[src/rtl/opsg_tone_bank.sv]
// opsg_tone_bank
// ---------------------------------------------------------------------------
// A bank of NUM_CH square-wave tone generators for the OPSG sound path. Each
// channel has a frequency register and a down-counter. Both advance on the
// shared ce tick. When a counter reaches zero it reloads from its frequency
// register and flips that channel's output bit. A frequency of zero parks the
// output at 1, which sample playback relies on.
//
// Ports
//   clk          system clock, all state on the rising edge
//   rst_n        asynchronous active-low reset
//   ce           tick enable; counters advance only while high
//   phase_sync   synchronous restart of every channel (counters 0, bits 1)
//   wr_en        frequency write strobe
//   wr_ch        channel index for the write (>= NUM_CH is ignored)
//   wr_data      new frequency value
//   rd_ch        channel index for counter readback
//   rd_count     registered counter of rd_ch, sampled before this edge's update
//   tone_bits    square-wave output, bit i = channel i
//   toggle_pulse one-clock strobe per channel, aligned with the new tone bit
//
// Priority per channel, highest first: rst_n, phase_sync, write-reload
// (RELOAD_ON_WRITE=1 only), ce advance. Every output is a flop, so there is
// no combinational path from any input to any output.
// ---------------------------------------------------------------------------
module opsg_tone_bank #(
  parameter int TONE_WIDTH      = 10,
  parameter int NUM_CH          = 3,
  parameter int CH_BITS         = 2,
  parameter int RELOAD_ON_WRITE = 0
) (
  input  logic                  clk,
  input  logic                  rst_n,
  input  logic                  ce,
  input  logic                  phase_sync,
  input  logic                  wr_en,
  input  logic [CH_BITS-1:0]    wr_ch,
  input  logic [TONE_WIDTH-1:0] wr_data,
  input  logic [CH_BITS-1:0]    rd_ch,
  output logic [TONE_WIDTH-1:0] rd_count,
  output logic [NUM_CH-1:0]     tone_bits,
  output logic [NUM_CH-1:0]     toggle_pulse
);

  localparam logic [TONE_WIDTH-1:0] CNT_ZERO = {TONE_WIDTH{1'b0}};
  localparam logic [TONE_WIDTH-1:0] CNT_ONE  = {{(TONE_WIDTH-1){1'b0}}, 1'b1};

  logic [TONE_WIDTH-1:0] freq_r    [NUM_CH];
  logic [TONE_WIDTH-1:0] cnt_r     [NUM_CH];
  logic [TONE_WIDTH-1:0] freq_nx_s [NUM_CH];
  logic [TONE_WIDTH-1:0] cnt_nx_s  [NUM_CH];
  logic [NUM_CH-1:0]     tone_nx_s;
  logic [NUM_CH-1:0]     pulse_nx_s;
  logic [NUM_CH-1:0]     wr_hit_s;
  logic [TONE_WIDTH-1:0] rd_nx_s;

  // Decode the write strobe into a per-channel hit. An out-of-range wr_ch
  // matches no channel, so such a write changes nothing.
  always_comb begin
    wr_hit_s = {NUM_CH{1'b0}};
    for (int i = 0; i < NUM_CH; i++) begin
      if (wr_en && (wr_ch == CH_BITS'(i))) begin
        wr_hit_s[i] = 1'b1;
      end else begin
        wr_hit_s[i] = 1'b0;
      end
    end
  end

  // Next-state logic for the frequency registers, counters, tone bits and
  // toggle strobes.
  always_comb begin
    tone_nx_s  = tone_bits;
    pulse_nx_s = {NUM_CH{1'b0}};
    for (int i = 0; i < NUM_CH; i++) begin
      // The frequency register is written whatever the counter does. A reload
      // on the same edge still reads freq_r, which is the old value.
      if (wr_hit_s[i]) begin
        freq_nx_s[i] = wr_data;
      end else begin
        freq_nx_s[i] = freq_r[i];
      end

      cnt_nx_s[i] = cnt_r[i];
      if (phase_sync) begin
        cnt_nx_s[i]  = CNT_ZERO;
        tone_nx_s[i] = 1'b1;
      end else if ((RELOAD_ON_WRITE != 0) && wr_hit_s[i]) begin
        // A write-reload replaces this edge's tick. The bit holds and no
        // strobe is raised.
        cnt_nx_s[i] = wr_data;
      end else if (ce) begin
        if (cnt_r[i] != CNT_ZERO) begin
          cnt_nx_s[i] = cnt_r[i] - CNT_ONE;
        end else begin
          // Reload on zero. The counter never wraps below zero.
          cnt_nx_s[i] = freq_r[i];
          if (freq_r[i] == CNT_ZERO) begin
            tone_nx_s[i] = 1'b1;
          end else begin
            tone_nx_s[i]  = ~tone_bits[i];
            pulse_nx_s[i] = 1'b1;
          end
        end
      end else begin
        cnt_nx_s[i] = cnt_r[i];
      end
    end
  end

  // Readback mux. An rd_ch with no matching channel reads as zero.
  always_comb begin
    rd_nx_s = CNT_ZERO;
    for (int i = 0; i < NUM_CH; i++) begin
      if (rd_ch == CH_BITS'(i)) begin
        rd_nx_s = cnt_r[i];
      end else begin
        rd_nx_s = rd_nx_s;
      end
    end
  end

  // State and output registers, cleared asynchronously.
  always_ff @(posedge clk or negedge rst_n) begin
    if (!rst_n) begin
      for (int i = 0; i < NUM_CH; i++) begin
        freq_r[i] <= CNT_ZERO;
        cnt_r[i]  <= CNT_ZERO;
      end
      tone_bits    <= {NUM_CH{1'b1}};
      toggle_pulse <= {NUM_CH{1'b0}};
      rd_count     <= CNT_ZERO;
    end else begin
      for (int i = 0; i < NUM_CH; i++) begin
        freq_r[i] <= freq_nx_s[i];
        cnt_r[i]  <= cnt_nx_s[i];
      end
      tone_bits    <= tone_nx_s;
      toggle_pulse <= pulse_nx_s;
      rd_count     <= rd_nx_s;
    end
  end

endmodule

[config.mk]
export PLATFORM = sky130hd
export DESIGN_NAME = opsg_tone_bank
export DESIGN_NICKNAME = d
export VERILOG_FILES = /design/src/rtl/opsg_tone_bank.sv
export SDC_FILE = /design/constraint.sdc
export NUM_CORES = 1
export LEC_CHECK = 0
export CAP_MARGIN = 20
export CELL_PAD_IN_SITES_DETAIL_PLACEMENT = 0
export CELL_PAD_IN_SITES_GLOBAL_PLACEMENT = 2
export CORE_AREA = 2 2 101 103
export DETAILED_ROUTE_END_ITERATION = 8
export DIE_AREA = 0 0 103 105
export GPL_ROUTABILITY_DRIVEN = 0
export PLACE_DENSITY_LB_ADDON = 0.3
export SLEW_MARGIN = 10
export SYNTH_ARGS = -nofsm -noshare
export SYNTH_HDL_FRONTEND = slang
export SYNTH_SLANG_ARGS = --single-unit
[constraint.sdc]
create_clock -name clk -period 5.9 [get_ports clk]
set_clock_uncertainty 0.15 [all_clocks]
set_input_delay 0.59 -clock clk [delete_from_list [all_inputs] [get_ports clk]]
set_output_delay 0.59 -clock clk [all_outputs]
set_load 0.05 [all_outputs]
==> results.py <==
metrics = {
    "sta": {
        "worst_pin_slew_ns": 0.972,
        "fin_hold_ws_ns": 0.243,
        "timing.final.setup_violations": 0,
        "rsz_0062_raised_after_global_routing": "false",
        "period_share_pct": 44.2,
        "timing.max_slew.rel_slack_pct": 35.2,
        "fmax_mhz": 383,
        "final_max_slew_viol_count": 0,
        "timing.setup.tns_ns": 0,
        "final_hold_viol_count": 0,
        "post-route-worst-setup-slack_ns": 3.29,
        "min_clock_period_post_route_ns": 2.61,
    },
    "layout": {
        "post_route_cells_drive_above_1_share_pct": 15.3,
        "post-route-cell-area_sq_um": 4420,
        "multiInputGateArea_sq_um": 1760,
        "seqCellArea_sq_um": 1910,
        "finalCoreUtilization_pct": 45.9,
        "insertedDiodeCount": 0,
        "layout-area-overhead-vs-synth_pct": 16.7,
        "finalNonFillerCells": 526,
        "layout.nets": 410,
        "fillers": 956,
    },
    "global_route": {
        "number_of_global_route_vias_before_repair": 2752,
        "antenna_found_initial": 0,
        "grt_util_all_layers_pct": 19.3,
        "grt.overflow.total": 0,
        "grt_max_degree": 77,
        "grt_pass1_wl_mm": 15.7,
    },
    "placement": {
        "dp_slack_ns": 2.98,
        "place_inst": 510,
        "port_buffers": 34,
        "post-dp-hpwl_mm": 7.18,
        "post_dp_cell_area_sq_um": 4220,
    },
    "setup_path": {
        "cp_data_arrival_time_ns": 2.68,
        "crit_path_end_kind": "flop",
        "startpoint_type": "input port",
        "cp_max_fo": 16,
        "cp.required_ns": 5.97,
        "setup.worst_path.class": "input port to flop",
    },
    "clock_network": {
        "post_cts_buffers": 0,
        "clock_tree_from_tritoncts": "built",
        "numCtsBuffers": 9,
        "clock_sink_count": 76,
        "worstSkewPairLatency_ns": 0.35,
        "ctsResizeCount": 0,
        "ctsLongestPathBuffers": 2,
        "post_cts_hold_buffer_count": 0,
        "cts.clk_slew.worst_paths_ns": 0.09,
        "h_tree_depth_reported_by_cts": 3,
        "clockRootBuffer": "sky130_fd_sc_hd__clkbuf_8",
    },
    "routing": {
        "ant_nets": 0,
        "first_iter_violations": 161,
        "wl_per_instance_microns": 18.7,
        "routed-via-count": 2928,
        "drcViolationCount": 0,
        "firstDrtPassIters": 4,
        "routed_wl_mm": 9.83,
        "via_per_inst": 5.57,
    },
    "synth": {
        "synth_ff_type": "sky130_fd_sc_hd__dfrtp_1",
        "synthCells": 362,
        "leading_post_synthesis_cells_by_cell_area": "sky130_fd_sc_hd__dfrtp_1, sky130_fd_sc_hd__mux2_2, sky130_fd_sc_hd__mux2i_1, sky130_fd_sc_hd__o21ai_0, sky130_fd_sc_hd__nor2_1",
        "post_synth.cell_area_avg_sq_um": 10.5,
        "synth_enable_flop_cells": 0,
        "ys_seq_elements": 76,
        "synth_area_leader_cell": "sky130_fd_sc_hd__dfrtp_1",
        "synth_sequential_area_ratio_pct": 50.3,
        "synthArstFlopShare_pct": 100,
        "yosys.cell_types.count": 56,
        "area_share_of_the_largest_cell_type_after_synthesis_pct": 48.2,
        "yosysWarningCount": 0,
        "most_common_cell_in_the_synthesized_netlist": "sky130_fd_sc_hd__dfrtp_1",
        "ys_top_cells_by_count": "sky130_fd_sc_hd__dfrtp_1, sky130_fd_sc_hd__mux2_2, sky130_fd_sc_hd__nor2_1",
        "syn-cell-area_sq_um": 3790,
        "syn-num-nets": 384,
    },
    "floorplanning": {
        "dieWidth_microns": 103,
        "die-area_sq_um": 10800,
        "ports_placed_on_the_boundary": 35,
        "placeable_core_region_sq_um": 9640,
        "number_of_standard_cell_rows_in_the_floorplan": 36,
        "floorplan.initialDensity_pct": 39.3,
        "die_h_microns": 105,
    },
    "power_and_ir_drop": {
        "seq_power_share_pct": 39.7,
        "post-layout-total-power_mw": 2.13,
        "power.density_nw_per_um2": 482,
        "power.share.clock_pct": 19.0,
        "total_switching_power_uw": 896,
        "power_report.internal_total_mw": 1.23,
        "p_leak_nw": 1.83,
        "power.switching_fraction_pct": 42.1,
        "worst_ir_drop_vdd_mv": 0.283,
        "power.share.combinational_pct": 41.4,
    },
    "job": {
        "timing.max_cap.violations": 0,
    },
    "run_status": {
        "status": "finished, final reports clean",
    },
    "min_path": {
        "holdCritPathClass": "input port to asynchronous set/reset pin",
    },
}
-- cells in the final DEF (no fill, tap or decap), types with 4 or more instances in the layout --
cell / instances
sky130_fd_sc_hd__a31oi_1: 6
sky130_fd_sc_hd__or3_1: 7
sky130_fd_sc_hd__mux2i_1: 20
sky130_fd_sc_hd__nand3_1: 13
sky130_fd_sc_hd__inv_1: 9
sky130_fd_sc_hd__clkdlybuf4s50_1: 33
sky130_fd_sc_hd__dfrtp_1: 73
sky130_fd_sc_hd__nor3b_1: 4
sky130_fd_sc_hd__nor4_1: 13
sky130_fd_sc_hd__o21ai_0: 22
sky130_fd_sc_hd__nor2_1: 25
sky130_fd_sc_hd__nand3b_1: 4
sky130_fd_sc_hd__nor3_1: 7
sky130_fd_sc_hd__buf_4: 4
sky130_fd_sc_hd__mux2_2: 30
sky130_fd_sc_hd__clkbuf_8: 9
sky130_fd_sc_hd__nand2_1: 24
sky130_fd_sc_hd__or4_1: 9
sky130_fd_sc_hd__o41ai_1: 5
sky130_fd_sc_hd__a21oi_1: 18
-- worst max-delay path: stages --
cell                              delay, ns
sky130_fd_sc_hd__clkdlybuf4s50_1       0.86
sky130_fd_sc_hd__inv_1                 0.44
sky130_fd_sc_hd__or3_2                 0.57
sky130_fd_sc_hd__mux2i_1               0.16
sky130_fd_sc_hd__nor2_1                0.06
-- cell type report --
class                           instances  area share [%]
Inverter                                9           0.764
Clock buffer                            9            2.80
Tap cell                              133            3.76
Clock inverter                          7            1.73
Sequential cell                        76            43.1
Timing Repair Buffer                   37            8.15
Multi-Input combinational cell        255            39.7
-- registers in the layout (all words and copies together), names as in the netlist --
register      count
cnt_r            30
freq_r           30
rd_count         10
toggle_pulse      3
tone_bits         3
-- kinds of logic (layout without fill, tap and decap cells) --
family,Yosys count,after routing,synth area share [%]
AOI/OAI and AO/OA,73,73,12.2
adders and majority gates,3,3,0.991
buffers and inverters,31,62,3.34
DFF,76,76,50.3
muxes,50,50,14.2
and+or+nand+nor,129,129,19.0
-- final timing paths --
path,from,to,slack (ns),depth (start not counted)
setup reg to reg,cnt_r[20],cnt_r[29],3.41,6
hold reg to reg,freq_r[13],freq_r[13],0.40,1
setup / recovery,ce,cnt_r[26],3.29,5
min in group clk,freq_r[13],freq_r[13],0.40,1
hold / removal,rst_n,cnt_r[7],0.24,1
max in group asynchronous,rst_n,freq_r[11],4.73,1
-- routing by layer --
metal,GRT usage [%],wire length [microns],vias up
li1,-,-,1401
met5,0,0,-
met2,28.2,4340,73
met4,4.51,84,0
met3,3.41,380,7
met1,29.7,5030,1447
-- power groups by stage --
stage | registers (mW) | clock network, mW | logic [mW]
finish | 0.845 | 0.404 | 0.881
floorplan | 0.879 | 0 | 0.591
global placement | 0.852 | 0 | 0.879
CTS | 0.841 | 0.414 | 0.881
global route | 0.870 | 0.436 | 0.971
detailed placement | 0.851 | 0 | 0.876
Power figures use the tool's default switching activity.
